--- config.mk ---
export PLATFORM = sky130hd
export DESIGN_NAME = dec_onehot_seq
export DESIGN_NICKNAME = d
export VERILOG_FILES = /design/src/rtl/dec_onehot_seq.sv
export SDC_FILE = /design/constraint.sdc
export NUM_CORES = 1
export LEC_CHECK = 0
export ABC_CLOCK_PERIOD_IN_PS = 4870
export BUFFER_PORTS_ARGS = -buffer_cell sky130_fd_sc_hd__buf_2
export CORE_MARGIN = 8
export CORE_UTILIZATION = 53
export DETAILED_ROUTE_END_ITERATION = 10
export PLACE_DENSITY = 0.79
export SLEW_MARGIN = 40
export SYNTH_ARGS = -nofsm -noshare
export SYNTH_HDL_FRONTEND = slang
export SYNTH_SLANG_ARGS = --single-unit
export TNS_END_PERCENT = 10
--- constraint.sdc ---
create_clock -name clk -period 4.87 [get_ports clk]
set_input_delay 0.487 -clock clk [delete_from_list [all_inputs] [get_ports clk]]
set_output_delay 0.487 -clock clk [all_outputs]
set_load 0.005 [all_outputs]
--- src/rtl/dec_onehot_seq.sv ---
// rtl/dec_onehot_seq.sv - registered one-hot channel decoder with direct load and auto-scan
module dec_onehot_seq #(
   parameter int N_OUT    = 6,
   parameter int SEL_W    = 3,
   parameter int SCAN_DIV = 4
) (
   input  logic             clk,
   input  logic             rst,
   input  logic             en,
   input  logic [1:0]       mode,
   input  logic [SEL_W-1:0] a,
   input  logic             in_valid,
   output logic             in_ready,
   output logic [N_OUT-1:0] y,
   output logic [SEL_W-1:0] idx,
   output logic             wrap,
   output logic             err
);

   localparam int DW_W = (SCAN_DIV > 1) ? $clog2(SCAN_DIV) : 1;

   typedef enum logic [1:0] {
      M_DIRECT    = 2'b00,
      M_SCAN_UP   = 2'b01,
      M_SCAN_DOWN = 2'b10,
      M_HOLD      = 2'b11
   } mode_t;

   mode_t            cur_mode;
   mode_t            prev_mode;
   logic [DW_W-1:0]  dwell;
   logic [DW_W-1:0]  dwell_nxt;
   logic [SEL_W-1:0] idx_nxt;
   logic             wrap_nxt;
   logic             err_nxt;
   logic             transfer;
   logic             mode_chg;
   logic             dwell_done;
   logic             a_in_range;

   assign cur_mode   = mode_t'(mode);
   assign in_ready   = en & (cur_mode == M_DIRECT);
   assign transfer   = in_valid & in_ready;
   assign mode_chg   = (cur_mode != prev_mode);
   assign dwell_done = (dwell == DW_W'(SCAN_DIV - 1));
   // Compare in SEL_W+1 bits so N_OUT == 2**SEL_W does not truncate to zero.
   assign a_in_range = ({1'b0, a} < (SEL_W + 1)'(N_OUT));

   // Next channel, dwell and event pulses for an enabled cycle.
   always_comb begin
      idx_nxt   = idx;
      dwell_nxt = dwell;
      wrap_nxt  = 1'b0;
      err_nxt   = 1'b0;
      case (cur_mode)
         M_DIRECT: begin
            if (transfer) begin
               if (a_in_range) idx_nxt = a;
               else            err_nxt = 1'b1;
            end
         end
         M_SCAN_UP: begin
            if (!mode_chg) begin
               if (dwell_done) begin
                  dwell_nxt = '0;
                  if (idx == SEL_W'(N_OUT - 1)) begin
                     idx_nxt  = '0;
                     wrap_nxt = 1'b1;
                  end else begin
                     idx_nxt = idx + SEL_W'(1);
                  end
               end else begin
                  dwell_nxt = dwell + DW_W'(1);
               end
            end
         end
         M_SCAN_DOWN: begin
            if (!mode_chg) begin
               if (dwell_done) begin
                  dwell_nxt = '0;
                  if (idx == '0) begin
                     idx_nxt  = SEL_W'(N_OUT - 1);
                     wrap_nxt = 1'b1;
                  end else begin
                     idx_nxt = idx - SEL_W'(1);
                  end
               end else begin
                  dwell_nxt = dwell + DW_W'(1);
               end
            end
         end
         default: ;
      endcase
      // A mode change restarts the dwell and suppresses stepping that cycle.
      if (mode_chg) dwell_nxt = '0;
   end

   // Register state and outputs; disabled cycles blank y and freeze the scan.
   always_ff @(posedge clk) begin
      if (rst) begin
         y         <= '0;
         idx       <= '0;
         wrap      <= 1'b0;
         err       <= 1'b0;
         dwell     <= '0;
         prev_mode <= M_DIRECT;
      end else if (!en) begin
         y    <= '0;
         wrap <= 1'b0;
         err  <= 1'b0;
      end else begin
         idx       <= idx_nxt;
         dwell     <= dwell_nxt;
         prev_mode <= cur_mode;
         y         <= {{(N_OUT - 1){1'b0}}, 1'b1} << idx_nxt;
         wrap      <= wrap_nxt;
         err       <= err_nxt;
      end
   end

endmodule
=== Yosys cells after proc, flatten, opt, wreduce, memory -nomap -nowiden ===
Cells that the tools add are included.

* Flip-flop bits (word level): 15
* Input port bits: 9
* Output and inout bits: 12
* Word-level logic and storage cells: 48

* $add $sub $neg: 3
* Magnitude comparators: 1
* Eq/ne operators: 5
* Shift operators: 1
* Multiplexer cells: 20
* Bitwise operators: 5
* Reduce and logical (&&, ||, !) cells: 7

{| class="wikitable"
|+ Operators by type and width
! kind !! number
|-
| $mux W3 || 8
|-
| $pmux W3 S3 || 1
|-
| $mux W1 || 7
|-
| $mux W2 || 3
|-
| $shl A1 B3 Y6 const A || 1
|-
| $eq A2 B2 Y1 const B || 2
|-
| $reduce_or A2 Y1 || 2
|-
| $reduce_or A4 Y1 || 1
|-
| $add A3 B1 Y3 const B || 1
|-
| $eq A3 B3 Y1 const B || 1
|-
| $logic_not A3 Y1 || 1
|-
| $lt A3 B3 Y1 const B || 1
|-
| $not A1 Y1 || 3
|-
| $sub A3 B1 Y3 const B || 1
|-
| $add A2 B1 Y2 const B || 1
|-
| $and A1 B1 Y1 || 2
|-
| $eq A2 B1 Y1 const B || 1
|-
| $logic_not A2 Y1 || 1
|-
| $ne A2 B2 Y1 || 1
|-
| $pmux W1 S2 || 1
|-
| $reduce_and A2 Y1 || 1
|-
| $reduce_bool A2 Y1 || 1
|}

=== Depth between registers and ports, before layout ===
* Depth after elaboration: 6
* Depth in mapped cells: 7
* Mapped depth without buffers: 7

=== Worst setup path before layout ===
OpenSTA, ideal clock, no wires.

* Path type: input -> register
* From: input mode[1]
* To: register y[2]
* Library setup time: 96 ps
* Data arrival time: 1,827 ps
* Data required time: 4,774 ps
* Path slack: 2,946 ps
* Cell stages on the path: 7
* Buffers on the path: 0
* Path through: inv_1 ha_1 and2_1 o32ai_1 a221oi_1 a2111o_1 nor4b_1

* Word-level cells in the longest chain between the ends: 6
* Elaborated cells on any way between the ends: 11
* Those cells by class: eq/ne: 3; shift: 1; mux: 4; bitwise: 2; reduce/logical: 1

{| class="wikitable"
|+ Ends and longest elaborated chain
! element !! RTL line !! source
|-
| from (decl) || 10 || <nowiki>input logic [1:0] mode,</nowiki>
|-
| $logic_not A2 Y1 || 42, 55 ||
|-
| $and A1 B1 Y1 || 42 || <nowiki>assign in_ready = en & (cur_mode == M_DIRECT);</nowiki>
|-
| $and A1 B1 Y1 || 43 || <nowiki>assign transfer = in_valid & in_ready;</nowiki>
|-
| $mux W3 || 57 || <nowiki>if (transfer) begin</nowiki>
|-
| $pmux W3 S3 (*) || 55 || <nowiki>case (cur_mode)</nowiki>
|-
| $shl A1 B3 Y6 (*) || 115 || <nowiki>y <= {{(N_OUT - 1){1'b0}}, 1'b1} << idx_nxt;</nowiki>
|-
| to (signal assigned) || 115 ||
|-
| to (decl) || 14 || <nowiki>output logic [N_OUT-1:0] y,</nowiki>
|}

Every way passes the cells marked *; elsewhere a longest branch is shown, timed or not.
A chain may end at the register's enable or synchronous reset.

=== Worst setup path after layout ===
Ends and elaborated chain as after synthesis.

==> impl_metrics.py <==
metrics = {
    "sta": {
        "finalSetupViolations": 0,
        "finalSetupTns_ns": 0,
        "slew_headroom": 0.649,
        "worstMarginPinSlew_ns": 0.525,
        "slew_viol_final": 0,
        "period_minus_slack_ns": 1.97,
        "hold_viol": 0,
        "fmax_ghz": 0.506,
        "rsz0062_at_grt": "no",
        "worst_clock_skew_ns": 0.00145,
        "timing.final.crit_share": 0.406,
    },
    "synth": {
        "synthCells": 106,
        "syn_nets": 120,
        "yosysUniqueCellTypes": 37,
        "yosysWarnings": 0,
        "yosysMostFrequentCell": "dfxtp_1",
        "synth_seq_cells": 15,
        "synthArstFlopShare": 0,
        "synth_top_area_share": 0.333,
        "synth_edf_count": 0,
        "synthTopCellsByArea": "dfxtp_1 (33%), ha_1 (6.9%), nand2_1 (4.6%), nor2_1 (4.6%), mux2i_1 (4.4%)",
        "synth_flop_cell": "dfxtp_1",
        "ys_top_cells_by_count": "dfxtp_1 (15), nand2_1 (11), nor2_1 (11)",
        "seq_area_frac_synth": 0.333,
        "avgSynthCellArea_um2": 8.51,
        "synth.largest_area_cell": "dfxtp_1",
        "synth_area_um2": 902,
    },
    "placed_design": {
        "port_buffers": 20,
        "gp_congestion": 0.809,
        "place_hpwl_um": 1530,
    },
    "floorplan": {
        "initial_core_util": 0.540,
        "fp.dieH_um": 57.3,
        "die-area_mm2": 0.00328,
        "ioPinCount": 21,
        "fp.dieW_um": 57.3,
        "row_count": 15,
        "coreArea_mm2": 0.00167,
    },
    "clocking": {
        "clk_path_buf_depth": 2,
        "clockRootBuffer": "clkbuf_4",
        "path_clk_slew_ns": 0.09,
        "clkSinkCount": 15,
        "ctsHtreeMaxLevel": 1,
        "worstSkewPairLatency_ns": 0.28,
        "cts_made_buffers": 3,
        "holdBufCountCts": 0,
        "cts_tree": "done",
        "cts_setup_buffers": 0,
        "cts_resized": 0,
    },
    "worst_setup_path": {
        "critPathArrivalTime_ns": 2.16,
        "cp_num_buf_inv": 2,
        "critPathRequiredTime_ns": 5.06,
        "crit_type": "primary input to register",
        "startpoint_type": "primary input",
        "crit_chain": "buf_2, inv_1, ha_1, and2_1, o32ai_1, a221oi_1, a2111o_1, nor4b_1",
        "path_max_fanout": 6,
        "crit_slowest_cell": "a2111o_1",
        "endpoint_kind": "register",
        "cp_top_family": "compound AO/OA/AOI/OAI gates",
        "slowest_delay_ns": 0.46,
    },
    "global_route": {
        "antenna_found_initial": 0,
        "overflow": 0,
        "grt_pass1_wl_um": 3350,
        "grt_use_total": 0.127,
        "grt_max_degree": 14,
        "grt_pass1_vias": 787,
    },
    "cells_and_area": {
        "nNetsFinal": 139,
        "diodes": 0,
        "final_util": 0.613,
        "synthToLayoutAreaGrowth_pct": 13.6,
        "drive_above_1_share": 0.202,
        "fill_cells": 146,
    },
    "drt": {
        "vias": 813,
        "drc": 0,
        "drt_pre_antenna_iters": 4,
        "drtIter0Drc": 22,
        "drt-total-wl_um": 2040,
        "wl_per_cell_um": 14.4,
        "viasPerCell": 5.77,
        "ant_nets": 0,
    },
    "status": {
        "status": "finished clean",
    },
    "pwr": {
        "p_leak_nw": 0.438,
        "powerDensity_mw_per_mm2": 247,
        "irDropWorstVdd_v": 0.000185,
    },
    "job": {
        "max_cap_violations": 0,
    },
    "min_path": {
        "hold_class": "primary input to register",
    },
}
-- registers in the layout (all words and copies together), names as in the netlist --
name and cells:
y 6, wrap 1, err 1, dwell 2, prev_mode 2, idx 3
-- layout make-up --
cell class	count	area, um2	area share
Multi-Input combinational cell	81	562	0.548
Tap cell	17	21.3	0.0208
Clock buffer	4	26.3	0.0256
Inverter	4	15.0	0.0147
Timing Repair Buffer	20	100	0.0977
Sequential cell	15	300	0.293
-- cell usage in the layout, fill, tap and decap left out, types with 2 or more instances in the layout --
cell       netlist  final
buf_2            2     20
dfxtp_1         15     15
nand2_1         11     11
nor2_1          11     11
nor4_1           5      5
ha_1             5      5
inv_1            4      4
a21oi_1          4      4
mux2i_1          4      4
nor3_1           4      4
nand2b_1         3      3
o21ai_0          3      3
clkbuf_4         0      3
and2_1           2      2
xor2_1           2      2
xnor2_1          2      2
a2bb2oi_1        2      2
o21a_1           2      2
nor4b_1          2      2
a211oi_1         2      2
a22oi_1          2      2
-- logic make-up (layout without fill, tap and decap cells) --
| family | Yosys count | after routing | synth area share |
|---|---|---|---|
| muxes | 4 | 4 | 0.0444 |
| AOI/OAI and AO/OA | 22 | 22 | 0.186 |
| buffers and inverters | 10 | 28 | 0.0444 |
| and+or+nand+nor | 46 | 46 | 0.284 |
| adders and majority gates | 5 | 5 | 0.0693 |
| DFF | 15 | 15 | 0.333 |
| xor gates and xnor gates | 4 | 4 | 0.0388 |
-- final timing paths --
check	from	end	slack [ns]	cells after the start
worst max-delay path	mode[1]	y[2]	2.90	8
worst min register to register	dwell[1]	dwell[1]	0.52	2
worst min-delay path	in_valid	err	0.45	3
worst max register to register	idx[0]	y[2]	2.90	5
-- stage by stage --
| stage | instance area, um2 | setup WS [ns] | power, mW | instances | hold WS [ns] |
|---|---|---|---|---|---|
| CTS | 1020 | 2.89 | 0.256 | 141 | 0.447 |
| global placement | 998 | 2.61 | 0.183 | 137 | 0.495 |
| finish | 1020 | 2.90 | 0.253 | 141 | 0.453 |
| floorplan | 902 | 2.95 | 0.169 | 106 | 0.481 |
| global route | 1020 | 2.70 | 0.266 | 141 | 0.455 |
| detailed placement | 998 | 2.61 | 0.183 | 137 | 0.510 |
-- where the power goes --
group / switching, mW / leakage (nW) / internal [mW]
Clock: 0.0402 / 0.0150 / 0.0318
Sequential: 0.00679 / 0.122 / 0.127
Combinational: 0.0278 / 0.301 / 0.0197
-- routing by layer --
layer	GRT usage	wire, um	up-vias
li1	-	-	425
met1	0.147	947	365
met2	0.205	940	19
met3	0.0381	109	4
met4	0.0643	37	0
met5	0	0	-
-- worst reg2reg max path: stages (launching register included) --
cell,delay [ns]
dfxtp_1,0.58
nand2_1,0.14
o32ai_1,0.25
a221oi_1,0.15
a2111o_1,0.46
nor4b_1,0.29
Power figures use the tool's default switching activity.
